`src/rtl/i2s_tx_param_if.sv`:
```
// rtl/i2s_tx_param_if.sv - sample handshake interface for i2s_tx_param
// Purpose: carries one stereo sample pair plus its valid/ready handshake.
// Signals:
//   sample_l, sample_r  SAMPLE_BITS  two's complement left/right sample (source -> tx)
//   sample_valid        1            sample_l/r valid (source -> tx)
//   sample_ready        1            transmitter holding buffer empty (tx -> source)
// Modports: master = sample source, slave = transmitter.
interface i2s_tx_param_if #(
  parameter int SAMPLE_BITS = 24
);
  logic [SAMPLE_BITS-1:0] sample_l;
  logic [SAMPLE_BITS-1:0] sample_r;
  logic                   sample_valid;
  logic                   sample_ready;

  modport master (
    output sample_l,
    output sample_r,
    output sample_valid,
    input  sample_ready
  );

  modport slave (
    input  sample_l,
    input  sample_r,
    input  sample_valid,
    output sample_ready
  );
endinterface

```
`src/rtl/i2s_tx_param.sv`:
```
// rtl/i2s_tx_param.sv - parametrised stereo I2S transmitter with one-deep sample buffer
// Purpose: derives serial_clk/word_select from input_clk, forwards dac_mclk, and
//   serialises L/R samples MSB-first; mutes the frame and pulses underrun when no
//   sample is available at frame load.
// Configuration: define I2S_TX_LJ_EN for left-justified data (no one-bit delay);
//   undefined gives standard I2S timing.
// Ports:
//   input_clk      in   master clock, all state on its rising edge
//   reset          in   async assert, active-low
//   smp            slave modport: sample_l/sample_r/sample_valid in, sample_ready out
//   dac_mclk       out  combinational copy of input_clk
//   serial_clk     out  bit clock, DAC samples on its rising edge
//   word_select    out  0 = left slot, 1 = right slot
//   sound_bit_out  out  serial data
//   bit_counter    out  frame bit position b
//   frame_start    out  1-cycle pulse when b wraps to 0
//   underrun       out  1-cycle pulse when a frame is loaded from an empty buffer
module i2s_tx_param #(
  parameter int SAMPLE_BITS = 24,
  parameter int SLOT_BITS   = 32,
  parameter int SCLK_DIV    = 2
) (
  input  logic                            input_clk,
  input  logic                            reset,
  i2s_tx_param_if.slave                   smp,
  output logic                            dac_mclk,
  output logic                            serial_clk,
  output logic                            word_select,
  output logic                            sound_bit_out,
  output logic [$clog2(2*SLOT_BITS)-1:0]  bit_counter,
  output logic                            frame_start,
  output logic                            underrun
);

  localparam int FRAME_BITS = 2 * SLOT_BITS;
  localparam int BW         = $clog2(FRAME_BITS);
  localparam int DW         = (SCLK_DIV > 1) ? $clog2(SCLK_DIV) : 1;

  localparam logic [BW-1:0]          B_LAST   = BW'(FRAME_BITS - 1);
  localparam logic [DW-1:0]          DIV_LAST = DW'(SCLK_DIV - 1);
  // Bit-position arithmetic is done one bit wider than b so SLOT+SAMPLE fits.
  localparam logic [BW:0]            C_ONE    = (BW+1)'(1);
  localparam logic [BW:0]            C_SB     = (BW+1)'(SAMPLE_BITS);
  localparam logic [BW:0]            C_SLOT   = (BW+1)'(SLOT_BITS);
  localparam logic [SAMPLE_BITS-1:0] LSB_ONE  = SAMPLE_BITS'(1);

  logic [DW-1:0]          div_q, div_d;
  logic                   sclk_q, sclk_d;
  logic                   ws_q, ws_d;
  logic                   sd_q, sd_d;
  logic [BW-1:0]          b_q, b_d;
  logic                   buf_full_q, buf_full_d;
  logic [SAMPLE_BITS-1:0] buf_l_q, buf_l_d;
  logic [SAMPLE_BITS-1:0] buf_r_q, buf_r_d;
  logic [SAMPLE_BITS-1:0] act_l_q, act_l_d;
  logic [SAMPLE_BITS-1:0] act_r_q, act_r_d;
  logic                   frame_start_q, frame_start_d;
  logic                   underrun_q, underrun_d;

  logic                   tc;
  logic                   fall;
  logic                   wrap;
  logic                   accept;
  logic [BW-1:0]          b_next;
  logic [BW:0]            b_ext;
  logic [BW:0]            idx_l, idx_r;
  logic [SAMPLE_BITS-1:0] load_l, load_r;
  logic [SAMPLE_BITS-1:0] src_l, src_r;
  logic                   bit_l, bit_r;
  logic                   next_bit;

  // Divider and bit position.
  always_comb begin
    div_d  = div_q;
    sclk_d = sclk_q;
    tc     = (div_q == DIV_LAST);
    if (tc) begin
      div_d  = '0;
      sclk_d = ~sclk_q;
    end else begin
      div_d  = div_q + 1'b1;
    end
    fall   = tc & sclk_q;
    wrap   = fall & (b_q == B_LAST);
    b_next = (b_q == B_LAST) ? '0 : b_q + 1'b1;
    b_d    = fall ? b_next : b_q;
    b_ext  = {1'b0, b_next};
    ws_d   = fall ? (b_ext >= C_SLOT) : ws_q;
  end

  // Handshake, holding buffer and frame load.
  always_comb begin
    buf_full_d    = buf_full_q;
    buf_l_d       = buf_l_q;
    buf_r_d       = buf_r_q;
    act_l_d       = act_l_q;
    act_r_d       = act_r_q;
    accept        = smp.sample_valid & ~buf_full_q;
    load_l        = '0;
    load_r        = '0;
    // A sample accepted on the load edge bypasses the buffer into the new frame.
    if (buf_full_q) begin
      load_l = buf_l_q;
      load_r = buf_r_q;
    end else if (accept) begin
      load_l = smp.sample_l;
      load_r = smp.sample_r;
    end
    frame_start_d = wrap;
    underrun_d    = wrap & ~buf_full_q & ~accept;
    if (wrap) begin
      act_l_d    = load_l;
      act_r_d    = load_r;
      buf_full_d = 1'b0;
    end else if (accept) begin
      buf_l_d    = smp.sample_l;
      buf_r_d    = smp.sample_r;
      buf_full_d = 1'b1;
    end
  end

  // Serial data for position b_next. On the load edge the new frame is not yet
  // registered, so the bit is taken from the frame being loaded.
  always_comb begin
    src_l    = wrap ? load_l : act_l_q;
    src_r    = wrap ? load_r : act_r_q;
    next_bit = 1'b0;
`ifdef I2S_TX_LJ_EN
    idx_l    = C_SB - C_ONE - b_ext;
    idx_r    = C_SLOT + C_SB - C_ONE - b_ext;
    bit_l    = |(src_l & (LSB_ONE << idx_l));
    bit_r    = |(src_r & (LSB_ONE << idx_r));
    if (b_ext < C_SB) begin
      next_bit = bit_l;
    end else if ((b_ext >= C_SLOT) && (b_ext < C_SLOT + C_SB)) begin
      next_bit = bit_r;
    end
`else
    idx_l    = C_SB - b_ext;
    idx_r    = C_SLOT + C_SB - b_ext;
    bit_l    = |(src_l & (LSB_ONE << idx_l));
    bit_r    = |(src_r & (LSB_ONE << idx_r));
    if ((b_ext >= C_ONE) && (b_ext <= C_SB)) begin
      next_bit = bit_l;
    end else if ((b_ext > C_SLOT) && (b_ext <= C_SLOT + C_SB)) begin
      next_bit = bit_r;
    end else if ((b_ext == '0) && (SAMPLE_BITS == SLOT_BITS)) begin
      // Full-width slot: the one-bit delay pushes the outgoing right LSB into b=0.
      next_bit = act_r_q[0];
    end
`endif
    sd_d = fall ? next_bit : sd_q;
  end

  always_ff @(posedge input_clk or negedge reset) begin
    if (!reset) begin
      div_q         <= '0;
      sclk_q        <= 1'b0;
      ws_q          <= 1'b1;
      sd_q          <= 1'b0;
      b_q           <= B_LAST;
      buf_full_q    <= 1'b0;
      buf_l_q       <= '0;
      buf_r_q       <= '0;
      act_l_q       <= '0;
      act_r_q       <= '0;
      frame_start_q <= 1'b0;
      underrun_q    <= 1'b0;
    end else begin
      div_q         <= div_d;
      sclk_q        <= sclk_d;
      ws_q          <= ws_d;
      sd_q          <= sd_d;
      b_q           <= b_d;
      buf_full_q    <= buf_full_d;
      buf_l_q       <= buf_l_d;
      buf_r_q       <= buf_r_d;
      act_l_q       <= act_l_d;
      act_r_q       <= act_r_d;
      frame_start_q <= frame_start_d;
      underrun_q    <= underrun_d;
    end
  end

  assign dac_mclk         = input_clk;
  assign serial_clk       = sclk_q;
  assign word_select      = ws_q;
  assign sound_bit_out    = sd_q;
  assign bit_counter      = b_q;
  assign frame_start      = frame_start_q;
  assign underrun         = underrun_q;
  assign smp.sample_ready = ~buf_full_q;

endmodule
```
`src/flat_wrapper.sv`:
```
// flat-port wrapper written by rule: the top's interface ports become plain ports
module i2s_tx_param_flat 
#(
  parameter int SAMPLE_BITS = 24,
  parameter int SLOT_BITS   = 32,
  parameter int SCLK_DIV    = 2
)
  (input_clk, reset, dac_mclk, serial_clk, word_select, sound_bit_out, bit_counter, frame_start, underrun, smp_sample_l, smp_sample_r, smp_sample_valid, smp_sample_ready);
  i2s_tx_param_if #(.SAMPLE_BITS(SAMPLE_BITS)) smp_i ();
  input  logic input_clk;
  input  logic reset;
  output logic dac_mclk;
  output logic serial_clk;
  output logic word_select;
  output logic sound_bit_out;
  output logic [$clog2(2*SLOT_BITS)-1:0] bit_counter;
  output logic frame_start;
  output logic underrun;
  input wire logic [$bits(smp_i.sample_l)-1:0] smp_sample_l;
  input wire logic [$bits(smp_i.sample_r)-1:0] smp_sample_r;
  input wire logic [$bits(smp_i.sample_valid)-1:0] smp_sample_valid;
  output wire logic [$bits(smp_i.sample_ready)-1:0] smp_sample_ready;
  assign smp_i.sample_l = smp_sample_l;
  assign smp_i.sample_r = smp_sample_r;
  assign smp_i.sample_valid = smp_sample_valid;
  assign smp_sample_ready = smp_i.sample_ready;
  i2s_tx_param #(.SAMPLE_BITS(SAMPLE_BITS), .SLOT_BITS(SLOT_BITS), .SCLK_DIV(SCLK_DIV)) u_core (.input_clk(input_clk), .reset(reset), .smp(smp_i), .dac_mclk(dac_mclk), .serial_clk(serial_clk), .word_select(word_select), .sound_bit_out(sound_bit_out), .bit_counter(bit_counter), .frame_start(frame_start), .underrun(underrun));
endmodule
```
`config.mk`:
```
export PLATFORM = sky130hd
export DESIGN_NAME = i2s_tx_param_flat
export DESIGN_NICKNAME = d
export VERILOG_FILES = /design/src/rtl/i2s_tx_param_if.sv /design/src/rtl/i2s_tx_param.sv /design/src/flat_wrapper.sv
export SDC_FILE = /design/constraint.sdc
export NUM_CORES = 1
export LEC_CHECK = 0
export CAP_MARGIN = 0
export CORE_MARGIN = 5
export CORE_UTILIZATION = 58
export CTS_BUF_LIST = sky130_fd_sc_hd__clkbuf_4
export DETAILED_ROUTE_END_ITERATION = 10
export GPL_TIMING_DRIVEN = 1
export HOLD_SLACK_MARGIN = 0.15
export PLACE_DENSITY = 0.82
export SYNTH_ARGS = -nofsm -noshare
export SYNTH_HDL_FRONTEND = slang
export SYNTH_SLANG_ARGS = --single-unit
```
`constraint.sdc`:
```
create_clock -name input_clk -period 3.28 [get_ports input_clk]
set_input_delay 0.984 -clock input_clk [delete_from_list [all_inputs] [get_ports input_clk]]
set_output_delay 0.984 -clock input_clk [all_outputs]
set_load 0.02 [all_outputs]
```
# After elaboration in Yosys (flattened, before gate mapping)
# Cells that the tools add are included.
[op_classes]
bitwise = 11
n_reduce_logical = 6
magnitude_cmp = 5
n_eq_ne = 1
n_mux = 12
shift = 2
addsub = 4
[op_table]
columns = ["cell", "n"]
rows = [
  ["two-way mux 24 bit", 6],
  ["AND 24 bit", 2],
  ["OR reduction 24 bit", 2],
  ["left shift 1 x 7 -> 24 bit (first input constant)", 2],
  ["subtractor 5 x 6 -> 7 bit (first input constant)", 1],
  ["subtractor 6 x 6 -> 7 bit (first input constant)", 1],
  ["adder 6 x 1 -> 6 bit (second input constant)", 1],
  ["== test 6 bit (second input constant)", 1],
  [">= comparator 6 x 1 -> 1 bit (second input constant)", 1],
  [">= comparator 6 bit (second input constant)", 1],
  ["> comparator 6 bit (second input constant)", 1],
  ["<= comparator 6 x 5 -> 1 bit (second input constant)", 1],
  ["<= comparator 6 bit (second input constant)", 1],
  ["two-way mux 6 bit", 1],
  ["AND 1 bit", 5],
  ["two-way mux 1 bit", 5],
  ["inverter 1 bit", 4],
  ["logical AND 1 bit", 2],
  ["AND reduction 2 bit", 1],
  ["nonzero test 2 bit", 1],
  ["adder 1 bit (second input constant)", 1],
]
[totals]
elab_cells = 53
input_bits = 51
reg_bits = 109
output_inout_bits = 13

# Depth between registers and ports, before layout
# Gate-level depths: netlist (run 1).
[logic_depth]
depth_word = 9
depth_mapped = 12
depth_no_buf = 9

==> results by group, run 1 <==
STA
  • Max-slew headroom at the worst pin: 0.567
  • Summed negative setup slack over all endpoints: 0 ns
  • WHS: 0.256 ns
  • Slew at the pin with the worst max-slew slack: roughly 0.65 ns
  • Worst-case setup margin in the final layout: about 0.12 ns
  • Max Slew Vio Count: 0
  • Unrepaired setup endpoints after global routing: false
  • Final number of hold-violating endpoints: 0
  • Worst clock skew: 0.0247 ns
  • Final setup violating endpoints: 0

Setup path
  • Arrival time of the worst setup path: between 2 and 2.5 ns
  • Delay of the slowest cell on the worst path: approximately 0.31 ns
  • Crit-path max FO: 2
  • Nature of the critical path endpoint: output pin
  • Critical path startpoint category: clock port
  • Ordered cell list for the critical path: clkbuf_4 > clkbuf_4 > dlygate4sd2_1
  • Slowest stage cell, crit path: sky130_fd_sc_hd__dlygate4sd2_1
  • Critical setup path kind: clk2out
  • Most prevalent standard cell on the critical path: sky130_fd_sc_hd__clkbuf_4
  • Required time at the endpoint of the critical path: about 2.3 ns
  • Number of buffer and inverter instances along the worst setup path: 3
  • Family of cells with the greatest summed delay on the critical path: buffers and inverters

Placed design
  • Half-perimeter wire length of the detailed placement result: between 10000 and 15000 µm
  • Total instance count after detailed placement: roughly 700
  • Buffers on Ports: 63
  • Setup Slack @ Placement: -0.0958 ns
  • Weighted congestion reported at the end of routability-driven placement: roughly 0.90

GRT
  • Maximum number of pins on one net before global-route repair: 59
  • Overflow left after global routing: 0
  • Via count of the first global-routing pass: between 4000 and 5000
  • Global router's overall resource usage: 0.257
  • Global-route wire length before repair: 23400 µm
  • Antenna violations before repair: 0

Die
  • X dimension of the die: about 110 µm
  • Number of placed I/O pins: 64
  • Core footprint: about 9700 µm²
  • Row count: 36
  • Initial core utilization: 0.587
  • Vertical extent of the die: between 100 and 150 µm
  • Total die area: about 12000 µm²

Clock network
  • Clk_lat worst skew: 0.58 ns
  • Clock slew at reported path FFs: 0.16 ns
  • Count of buffers added by post-CTS timing repair for setup: 0
  • Clock tree from TritonCTS: done

Routing
  • Final wirelength: ~14000 µm
  • Number of design-rule violations left by the first detailed-router iteration: between 300 and 400
  • Number of vias per cell: 6.23
  • Post-DRT Antenna Nets: 0
  • Detailed-routing iteration count for the pre-antenna-repair pass: 5
  • Total via count after detailed routing: about 4600
  • Avg WL per Cell: 19.3 µm
  • Post-detailed-route DRC marker count: 0

Yosys
  • Synth Register Bits: between 100 and 150
  • Syn Std Cell Area: approximately 5700 µm²
  • Synthesized netlist net count: 583
  • Cell types occupying the most area after synthesis: sky130_fd_sc_hd__dfrtp_1 45%, sky130_fd_sc_hd__mux2_2 11%, sky130_fd_sc_hd__dfstp_2 3.2%
  • Number of flops mapped to enable cells by yosys: 0
  • Sequential area share after synthesis: 0.481
  • Portion of synthesized cell area occupied by the leading cell type: 0.449
  • Post-synthesis compound-gate area fraction: 0.202
  • Syn_area_per_cell: between 10 and 15 µm²
  • YS warnings: 0
  • Synthesized-area fraction occupied by xor and xnor cells: 0.0123
  • Share of flip-flops with an asynchronous set or reset after synthesis: 1.00
  • Top cells by instance count after synthesis: 102 x sky130_fd_sc_hd__dfrtp_1, 56 x sky130_fd_sc_hd__mux2_2, 48 x sky130_fd_sc_hd__nand2_1, 48 x sky130_fd_sc_hd__nor2_1, 26 x sky130_fd_sc_hd__o21ai_0
  • Netlist cell types: 75
  • Post-synthesis share of cell area spent on and, or, nand and nor gates: 0.103
  • Multiplexer share of the synthesized area: 0.139
  • Leading area contributor after synthesis: sky130_fd_sc_hd__dfrtp_1
  • Most frequently used cell type in the post-synthesis netlist: sky130_fd_sc_hd__dfrtp_1
  • Post-Synth Adder-Cell Area: 0.00440
  • Number of instances in the synthesized netlist: 530
  • Synth Flop Type: sky130_fd_sc_hd__dfrtp_1
  • Dominant combinational cell family by area after synthesis: compound AO/OA/AOI/OAI gates

Layout
  • Layout Cells excl Fill: approximately 730
  • Area growth syn-to-layout: 16.6%
  • Number of antenna diodes: 0
  • Net count reported at finish: roughly 650
  • Fill cell total of the finished layout: approximately 780
  • Fraction of final layout cells with drive strength greater than 1: 0.221

Pwr
  • Power Dens Cells: 354 nW/µm²
  • Reported leakage power: 2.89 nW
  • Overall power: between 2 and 2.5 mW
  • Worst-case vdd ir drop: 328 µV

Outcome
  • Status: complete, no violations

Run
  • Max-cap check violation count: 0

Worst hold path
  • Path type of the worst min-delay path: in2async
repair_timing:
action                     4_1_cts  5_1_grt
setup endpoints to repair        1        0
hold buffers                     0        0
gates resized for setup          1        0
hold endpoints to repair         0        0
final timing paths:
path | start | to | slack (ns) | cells past startpoint
min in group input_clk | u_core.act_r_q[4] | u_core.act_r_q[4] | 0.50 | 2
max in group asynchronous | reset | u_core.buf_l_q[2] | 2.32 | 2
worst max-delay path | input_clk | dac_mclk | 0.12 | 3
worst max register to register | u_core.bit_counter[0] | u_core.sound_bit_out | 0.27 | 10
worst min register to register | u_core.act_r_q[4] | u_core.act_r_q[4] | 0.50 | 2
worst min-delay path | reset | u_core.buf_r_q[1] | 0.26 | 1
logic make-up after synthesis:
logic type	Yosys count
adder cells (fa/ha/maj)	2
flip-flops	109
multiplexers	64
AND/OR/NAND/NOR	127
XOR/XNOR	8
buffers and inverters	65
AO/OA/AOI/OAI	155
power by group:
| group | switching (mW) | leakage (nW) | internal [mW] |
|---|---|---|---|
| logic | 0.0827 | 1.51 | 0.127 |
| registers | 0.0330 | 1.30 | 1.41 |
| clock network | 0.485 | 0.0832 | 0.210 |
layout by cell type (no fill, tap or decap), drive strengths merged, types with 3 or more instances in the layout:
master	count
a211o	4
a211oi	3
a21oi	16
a221oi	21
a22o	14
a22oi	19
a2bb2oi	3
a31oi	7
and2	5
and3	4
buf	33
clkbuf	12
clkdlybuf4s50	61
clkinv	5
dfrtp	102
dfstp	7
inv	20
mux2	57
mux4	6
nand2	49
nand3	4
nor2	49
nor2b	3
nor3	3
o2111ai	3
o211ai	5
o21ai	27
o221ai	3
o31ai	5
xnor2	7
state kept, by name, summed over array words and instances, names as in the netlist:
name	flops
u_core.underrun	1
u_core.div_q	1
u_core.buf_l_q	24
u_core.frame_start	1
u_core.bit_counter	6
u_core.word_select	1
u_core.buf_full_q	1
u_core.serial_clk	1
u_core.act_l_q	24
u_core.buf_r_q	24
u_core.sound_bit_out	1
u_core.act_r_q	24
metal layers:
layer  GRT usage  wire (µm)  vias up
met5           0          0        -
met4       0.102        351        0
met3      0.0438        970       34
met2       0.412       6850      194
met1       0.350       5940     2242
li1            -          -     2082
layout make-up:
class | count | area, µm² | area share
inverter | 19 | 73.8 | 0.0111
timing repair buffer | 94 | 883 | 0.133
clock buffer | 13 | 98.8 | 0.0149
sequential | 109 | 2740 | 0.413
clock inverter | 7 | 47.5 | 0.00717
tap | 133 | 166 | 0.0251
multi-input combinational | 356 | 2620 | 0.396
metrics by stage:
step                       util  cell area (µm²)
final                     0.684             6630
after global routing      0.684             6630
after CTS                 0.684             6630
after detailed placement  0.670             6490
after global placement    0.670             6490
after floorplan               -             5690
Power figures use the tool's default switching activity.
==> inputs of run 2 (changes only) <==
ABC_CLOCK_PERIOD_IN_PS = 3280   (was default)
==> results of run 2 <==
Final layout, timing and power as in run 1 (identical DEF).
==> inputs of run 3 (changes only) <==
SLEW_MARGIN = 10   (was default)
==> results of run 3 <==
Final layout, timing and power as in run 1 (identical DEF).
